<file path="config.mk">
export PLATFORM = sky130hd
export DESIGN_NAME = display_timing_gen
export DESIGN_NICKNAME = d
export VERILOG_FILES = /design/src/rtl/display_pkg.sv /design/src/rtl/sync_delay_line.sv /design/src/rtl/display_timing_gen.sv
export SDC_FILE = /design/constraint.sdc
export NUM_CORES = 1
export LEC_CHECK = 0
export ABC_CLOCK_PERIOD_IN_PS = 7450
export CAP_MARGIN = 20
export CORE_UTILIZATION = 35
export DETAILED_ROUTE_END_ITERATION = 7
export HOLD_SLACK_MARGIN = 0.1
export PLACE_DENSITY_LB_ADDON = 0.2
export SLEW_MARGIN = 20
export SYNTH_ARGS = -nofsm -noshare
export SYNTH_HDL_FRONTEND = slang
export SYNTH_SLANG_ARGS = --single-unit
</file>
<file path="constraint.sdc">
create_clock -name clk -period 7.45 [get_ports clk]
set_clock_uncertainty 0.2 [all_clocks]
set_input_delay 1.49 -clock clk [delete_from_list [all_inputs] [get_ports clk]]
set_output_delay 1.49 -clock clk [all_outputs]
set_load 0.03 [all_outputs]
</file>
<file path="src/rtl/display_pkg.sv">
// Shared definitions for the display timing path.
//   - 1024x768 default timing constants
//   - raster phase enumeration (ACTIVE, FRONT, SYNC, BACK)
//   - coordinate widths X_W / Y_W
//   - colour-bar table used by the optional test pattern
package display_pkg;

  localparam int X_W = 11;
  localparam int Y_W = 10;

  localparam int H_ACTIVE_D = 1024;
  localparam int H_FP_D     = 24;
  localparam int H_SYNC_D   = 136;
  localparam int H_BP_D     = 160;
  localparam int V_ACTIVE_D = 768;
  localparam int V_FP_D     = 3;
  localparam int V_SYNC_D   = 6;
  localparam int V_BP_D     = 29;

  typedef enum logic [1:0] {
    ACTIVE = 2'd0,
    FRONT  = 2'd1,
    SYNC   = 2'd2,
    BACK   = 2'd3
  } phase_e;

  // Bar colours as {r, g, b}, left to right across the active line.
  function automatic logic [23:0] bar_colour(input logic [2:0] idx);
    case (idx)
      3'd0:    return 24'hFFFFFF; // white
      3'd1:    return 24'hFFFF00; // yellow
      3'd2:    return 24'h00FFFF; // cyan
      3'd3:    return 24'h00FF00; // green
      3'd4:    return 24'hFF00FF; // magenta
      3'd5:    return 24'hFF0000; // red
      3'd6:    return 24'h0000FF; // blue
      default: return 24'h000000; // black
    endcase
  endfunction

endpackage

</file>
<file path="src/rtl/sync_delay_line.sv">
// Fixed-depth shift register with asynchronous clear.
// Ports:
//   clk_i  - clock
//   rst_i  - asynchronous active-high clear of every stage
//   d_i    - WIDTH-bit input
//   q_o    - input delayed by DEPTH cycles (combinational pass-through when DEPTH=0)
module sync_delay_line #(
  parameter int DEPTH = 2,
  parameter int WIDTH = 3
) (
  input  logic             clk_i,
  input  logic             rst_i,
  input  logic [WIDTH-1:0] d_i,
  output logic [WIDTH-1:0] q_o
);

  if (DEPTH == 0) begin : g_bypass
    assign q_o = d_i;
  end else begin : g_shift
    logic [WIDTH-1:0] stage_q [DEPTH];

    always_ff @(posedge clk_i or posedge rst_i) begin
      if (rst_i) begin
        for (int i = 0; i < DEPTH; i++) stage_q[i] <= '0;
      end else begin
        stage_q[0] <= d_i;
        for (int i = 1; i < DEPTH; i++) stage_q[i] <= stage_q[i-1];
      end
    end

    assign q_o = stage_q[DEPTH-1];
  end

endmodule

</file>
<file path="src/rtl/display_timing_gen.sv">
// Raster timing source and pixel sink for one display.
// Presents registered x/y/valid/vsync/frame_start to the renderers, takes their
// colour back PIPE_LAT cycles later and drives the PHY with colour, de_out and
// sync pins realigned to it (PIPE_LAT+1 cycles after x/y).
// Ports:
//   clk, reset                     - pixel clock, async active-high reset
//   x, y, valid, vsync, frame_start - raster outputs to the renderers
//   r_in, g_in, b_in               - renderer colour, PIPE_LAT cycles after x/y
//   tp_sel                         - colour-bar select (DISPLAY_TEST_PATTERN_EN only)
//   r_out, g_out, b_out, de_out    - registered pixel data to the PHY
//   hsync_pin, vsync_pin           - sync pins, polarity from SYNC_POL
// Optional feature macro: DISPLAY_TEST_PATTERN_EN (adds tp_sel and colour bars).
module display_timing_gen
  import display_pkg::*;
#(
  parameter int H_ACTIVE = H_ACTIVE_D,
  parameter int H_FP     = H_FP_D,
  parameter int H_SYNC   = H_SYNC_D,
  parameter int H_BP     = H_BP_D,
  parameter int V_ACTIVE = V_ACTIVE_D,
  parameter int V_FP     = V_FP_D,
  parameter int V_SYNC   = V_SYNC_D,
  parameter int V_BP     = V_BP_D,
  parameter int SYNC_POL = 0,
  parameter int PIPE_LAT = 2
) (
  input  logic           clk,
  input  logic           reset,
  output logic [X_W-1:0] x,
  output logic [Y_W-1:0] y,
  output logic           valid,
  output logic           vsync,
  output logic           frame_start,
  input  logic [7:0]     r_in,
  input  logic [7:0]     g_in,
  input  logic [7:0]     b_in,
`ifdef DISPLAY_TEST_PATTERN_EN
  input  logic           tp_sel,
`endif
  output logic [7:0]     r_out,
  output logic [7:0]     g_out,
  output logic [7:0]     b_out,
  output logic           de_out,
  output logic           hsync_pin,
  output logic           vsync_pin
);

  localparam int H_TOTAL = H_ACTIVE + H_FP + H_SYNC + H_BP;
  localparam int V_TOTAL = V_ACTIVE + V_FP + V_SYNC + V_BP;

  if (H_TOTAL > (1 << X_W) || V_TOTAL > (1 << Y_W) ||
      H_ACTIVE < 1 || H_FP < 1 || H_SYNC < 1 || H_BP < 1 ||
      V_ACTIVE < 1 || V_FP < 1 || V_SYNC < 1 || V_BP < 1 ||
      PIPE_LAT < 0 || PIPE_LAT > 7) begin : g_param_err
    $error("display_timing_gen: timing parameters out of range");
  end

  // Last counter value of each phase; the phase register changes on the edge
  // where the counter leaves that value, so phase and counter stay in step.
  localparam logic [X_W-1:0] H_LAST  = X_W'(H_TOTAL - 1);
  localparam logic [X_W-1:0] H_A_END = X_W'(H_ACTIVE - 1);
  localparam logic [X_W-1:0] H_F_END = X_W'(H_ACTIVE + H_FP - 1);
  localparam logic [X_W-1:0] H_S_END = X_W'(H_ACTIVE + H_FP + H_SYNC - 1);
  localparam logic [Y_W-1:0] V_LAST  = Y_W'(V_TOTAL - 1);
  localparam logic [Y_W-1:0] V_A_END = Y_W'(V_ACTIVE - 1);
  localparam logic [Y_W-1:0] V_F_END = Y_W'(V_ACTIVE + V_FP - 1);
  localparam logic [Y_W-1:0] V_S_END = Y_W'(V_ACTIVE + V_FP + V_SYNC - 1);
  // Deasserted pin level; XOR with it turns active-high sync into pin polarity.
  localparam logic SYNC_IDLE = (SYNC_POL == 0);

  logic [X_W-1:0] h_cnt_q, h_cnt_d;
  logic [Y_W-1:0] v_cnt_q, v_cnt_d;
  phase_e         h_ph_q, h_ph_d, v_ph_q, v_ph_d;
  logic           h_wrap, v_wrap;

  logic [X_W-1:0] x_d;
  logic [Y_W-1:0] y_d;
  logic           valid_d, hsync_d, vsync_d, fs_d, hsync_q;

  assign h_wrap = (h_cnt_q == H_LAST);
  assign v_wrap = (v_cnt_q == V_LAST);

  always_comb begin
    h_cnt_d = h_wrap ? '0 : h_cnt_q + 1'b1;
    v_cnt_d = v_cnt_q;
    if (h_wrap) v_cnt_d = v_wrap ? '0 : v_cnt_q + 1'b1;
  end

  always_comb begin
    h_ph_d = h_ph_q;
    case (h_ph_q)
      ACTIVE:  if (h_cnt_q == H_A_END) h_ph_d = FRONT;
      FRONT:   if (h_cnt_q == H_F_END) h_ph_d = SYNC;
      SYNC:    if (h_cnt_q == H_S_END) h_ph_d = BACK;
      BACK:    if (h_wrap)             h_ph_d = ACTIVE;
      default:                         h_ph_d = ACTIVE;
    endcase
  end

  always_comb begin
    v_ph_d = v_ph_q;
    if (h_wrap) begin
      case (v_ph_q)
        ACTIVE:  if (v_cnt_q == V_A_END) v_ph_d = FRONT;
        FRONT:   if (v_cnt_q == V_F_END) v_ph_d = SYNC;
        SYNC:    if (v_cnt_q == V_S_END) v_ph_d = BACK;
        BACK:    if (v_wrap)             v_ph_d = ACTIVE;
        default:                         v_ph_d = ACTIVE;
      endcase
    end
  end

  always_comb begin
    valid_d = (h_ph_q == ACTIVE) && (v_ph_q == ACTIVE);
    x_d     = valid_d ? h_cnt_q : '0;
    y_d     = valid_d ? v_cnt_q : '0;
    hsync_d = (h_ph_q == SYNC);
    vsync_d = (v_ph_q == SYNC);
    fs_d    = (h_cnt_q == '0) && (v_cnt_q == '0);
  end

  always_ff @(posedge clk or posedge reset) begin
    if (reset) begin
      h_cnt_q     <= '0;
      v_cnt_q     <= '0;
      h_ph_q      <= ACTIVE;
      v_ph_q      <= ACTIVE;
      x           <= '0;
      y           <= '0;
      valid       <= 1'b0;
      hsync_q     <= 1'b0;
      vsync       <= 1'b0;
      frame_start <= 1'b0;
    end else begin
      h_cnt_q     <= h_cnt_d;
      v_cnt_q     <= v_cnt_d;
      h_ph_q      <= h_ph_d;
      v_ph_q      <= v_ph_d;
      x           <= x_d;
      y           <= y_d;
      valid       <= valid_d;
      hsync_q     <= hsync_d;
      vsync       <= vsync_d;
      frame_start <= fs_d;
    end
  end

  // Return path: controls delayed to match the renderer latency.
  logic [2:0] ctl_dly;
  logic       vld_dly, hs_dly, vs_dly;

  sync_delay_line #(.DEPTH(PIPE_LAT), .WIDTH(3)) u_ctl_dly (
    .clk_i (clk),
    .rst_i (reset),
    .d_i   ({valid, hsync_q, vsync}),
    .q_o   (ctl_dly)
  );
  assign {vld_dly, hs_dly, vs_dly} = ctl_dly;

  logic [23:0] rgb_d;

`ifdef DISPLAY_TEST_PATTERN_EN
  localparam int BAR_W = (H_ACTIVE >= 8) ? H_ACTIVE / 8 : 1;
  logic [X_W-1:0] x_dly, bar_num;
  logic [2:0]     bar_idx;
  logic           tp_q;

  sync_delay_line #(.DEPTH(PIPE_LAT), .WIDTH(X_W)) u_x_dly (
    .clk_i (clk),
    .rst_i (reset),
    .d_i   (x),
    .q_o   (x_dly)
  );

  assign bar_num = x_dly / X_W'(BAR_W);
  assign bar_idx = (bar_num > X_W'(7)) ? 3'd7 : bar_num[2:0];

  // Latched on the edge that presents (0,0); the previous frame's tail is
  // blanking, so the whole visible frame sees one selection.
  always_ff @(posedge clk or posedge reset) begin
    if (reset)     tp_q <= 1'b0;
    else if (fs_d) tp_q <= tp_sel;
  end
`endif

  always_comb begin
    rgb_d = {r_in, g_in, b_in};
`ifdef DISPLAY_TEST_PATTERN_EN
    if (tp_q) rgb_d = bar_colour(bar_idx);
`endif
    if (!vld_dly) rgb_d = '0;
  end

  // Output stage to the PHY.
  always_ff @(posedge clk or posedge reset) begin
    if (reset) begin
      de_out    <= 1'b0;
      r_out     <= '0;
      g_out     <= '0;
      b_out     <= '0;
      hsync_pin <= SYNC_IDLE;
      vsync_pin <= SYNC_IDLE;
    end else begin
      de_out    <= vld_dly;
      {r_out, g_out, b_out} <= rgb_d;
      hsync_pin <= hs_dly ^ SYNC_IDLE;
      vsync_pin <= vs_dly ^ SYNC_IDLE;
    end
  end

endmodule

</file>
==> flow_summary.toml <==
[power_and_ir_drop]
power_density_nw_per_um2 = 199
worst_ir_drop_vdd_mv = 0.0783
p_total_uw = 881
leakagePower_uw = 0.00193

[critical_path]
worstPathCellList = "clkdlybuf4s50_1"
crit_fanout = 1
cp_data_arrival_time_ps = 1520
crit_slowest_cell = "clkdlybuf4s50_1"
cp-start-kind = "register"
setup.worst_path.end_class = "primary output"
cpPeakStageDelay_ps = 650
critPathTopFamily = "buffers and inverters"
crit_buf_inv = 1
cp.required_ps = 5760
path_class = "register to primary output"

[cells_and_area]
multiInputGateArea_um2 = 1120
seq_area_um2 = 2080
fill_cells = 836
diodes = 0
syn_to_final_growth_pct = 32.9
finish.utilization_pct = 48.0
final_cell_mix = "dfrtp_1 (81), clkdlybuf4s50_1 (76), and2_1 (27), and3_1 (21)"
final_common_cell = "dfrtp_1"
final_cell_area_um2 = 4430
nets = 387
drive_above_1_share_pct = 7.95

[clocking]
clkTransAtPathRegs_ps = 80
numCtsBuffers = 9
cts_tree = "built"
clock_latency_ps = 340
clock-sinks = 83
cts_resized = 0
postCtsHoldBufs = 0
ctsHtreeMaxLevel = 3
cts-root-buf = "clkbuf_8"
clock_path_buffers = 2
cts_setup_buffers = 0

[logic_synthesis]
netlist_top_cells_area = "dfrtp_1 (61%), ha_1 (5.3%), and2_1 (5.1%)"
synthAdderAreaFrac_pct = 5.25
syn_avg_cell_area_um2 = 12.2
synth-main-ff-cell = "dfrtp_1"
synth_top_family_by_area = "simple AND/OR/NAND/NOR gates"
synth_warnings = 0
synth_xor_area_share_pct = 2.89
async_flop_share_pct = 100
yosysSeqAreaShare_pct = 62.4
netlist_area_um2 = 3330
synth_compound_area_share_pct = 5.07
netlist_instances = 273
synth_cell_types = 41
syn_nets = 313
yosysTopAreaCell = "dfrtp_1"
synth_mux_area_share_pct = 1.09
netlist.area_leader.share_pct = 60.8
yosys.area_share.simple_pct = 19.4
synth-seq-cells = 83
synth_edf_count = 0

[global_routing]
grt_pass1_wl_mm = 10.2
grt_antenna_before_repair = 0
grt-ovfl-total = 0
track_usage_pct = 13.3
grt_max_degree = 84
grt_pass1_vias = 2117

[placement]
dp_hpwl_mm = 4.12
place.gp.congestion = 0.783
dpl_cell_area_um2 = 4190
port-buffer-count = 76

[sta]
hold_viol = 0
slew_violations = 0
finalSetupTns_ps = 0
whs_ps = 151
rsz0062_at_grt = "false"
period_needed_ps = 3210
fin_crit_sh_pct = 43.1
setup_viol = 0
slew_headroom_pct = 50.3
fmax_ghz = 0.311
max_slew.worst_pin.slew_ps = 746

[status]
status = "completed"

[routing]
ant_nets = 0
drt_pass1_iterations = 4
vias_per_cell = 4.57
drcViolationCount = 0
postRouteWirelength_mm = 6.33
via_count = 2196
drtIter0Drc = 73
wire_per_inst_um = 13.2

[die]
rows = 35
die_height_um = 99.6
core_um2 = 9240
fp.dieArea_um2 = 9920
io_pins = 77
die_w_um = 99.6
start_util_pct = 36.1

[job]
maxCapViolations = 0

[hold_path]
hp-class = "register to register"
==> through the flow <==
stage | setup slack, ps | cells
floorplan | 3630 | 273
global placement | 4390 | 465
detailed placement | 4380 | 465
CTS | 4210 | 481
global route | 4200 | 481
finish | 4240 | 481
==> metal layers <==
layer / GRT usage [%] / vias up / routed length [um]
met5: 0 / - / 0
met4: 6.11 / 0 / 82
met3: 4.15 / 8 / 392
met2: 20.2 / 72 / 2740
li1: - / 1065 / -
met1: 17.5 / 1051 / 3120
==> state kept, by name, indices dropped and copies added (netlist names), 2 cells and up <==
register                   cells
u_ctl_dly.q_o                  3
h_cnt_q                       11
x                             11
u_ctl_dly.g_shift.stage_q      3
v_cnt_q                       10
y                             10
g_out                          8
b_out                          8
v_ph_q                         2
h_ph_q                         2
r_out                          8
==> path summary, 6_finish.rpt <==
check | start | to | slack, ps | depth (start not counted)
worst max-delay path | vsync_pin$_DFF_PP1_ | vsync_pin | 4240 | 1
worst min-delay path | u_ctl_dly.q_o[1]$_DFF_PP0_ | hsync_pin$_DFF_PP1_ | 150 | 1
worst max register to register | h_cnt_q[7]$_DFF_PP0_ | v_ph_q[1]$_DFFE_PP0P_ | 4750 | 5
worst min register to register | u_ctl_dly.q_o[1]$_DFF_PP0_ | hsync_pin$_DFF_PP1_ | 150 | 1
max in group asynchronous | reset | h_cnt_q[9]$_DFF_PP0_ | 5090 | 3
min in group asynchronous | reset | g_out[5]$_DFF_PP0_ | 1480 | 3
==> Yosys cell counts (2+ instances only) <==
master / number
a21oi_1: 4
and2_1: 27
and3_1: 21
and4_1: 2
buf_2: 2
buf_6: 2
clkbuf_1: 9
dfrtp_1: 81
dfstp_2: 2
ha_1: 14
inv_1: 16
nand2_1: 15
nand3_1: 7
nand4_1: 6
nor2_1: 10
nor3_1: 4
nor4b_1: 3
o21ai_0: 8
o31ai_1: 3
o41ai_1: 5
or3_1: 3
xnor2_1: 7
xor2_1: 4
==> where the power goes <==
| group | internal, uW | switching (uW) | leakage, uW |
|---|---|---|---|
| Clock | 208 | 160 | 0.000120 |
| Combinational | 26.1 | 27.6 | 0.000756 |
| Sequential | 457 | 1.72 | 0.00105 |
==> cells by family after synthesis <==
| logic type | Yosys count |
|---|---|
| compound gates | 25 |
| buf+inv | 30 |
| mux | 3 |
| fa+ha+maj | 14 |
| xor+xnor | 11 |
| simple gates | 107 |
| flops | 83 |
==> area by class of cell <==
type	instances	area share (%)
clock inverter	5	1.86
tap	129	3.64
clock buffer	11	3.42
sequential	83	46.9
inverter	16	1.38
timing repair buffer	77	17.4
multi-input combinational	160	25.4
Power figures use the tool's default switching activity.
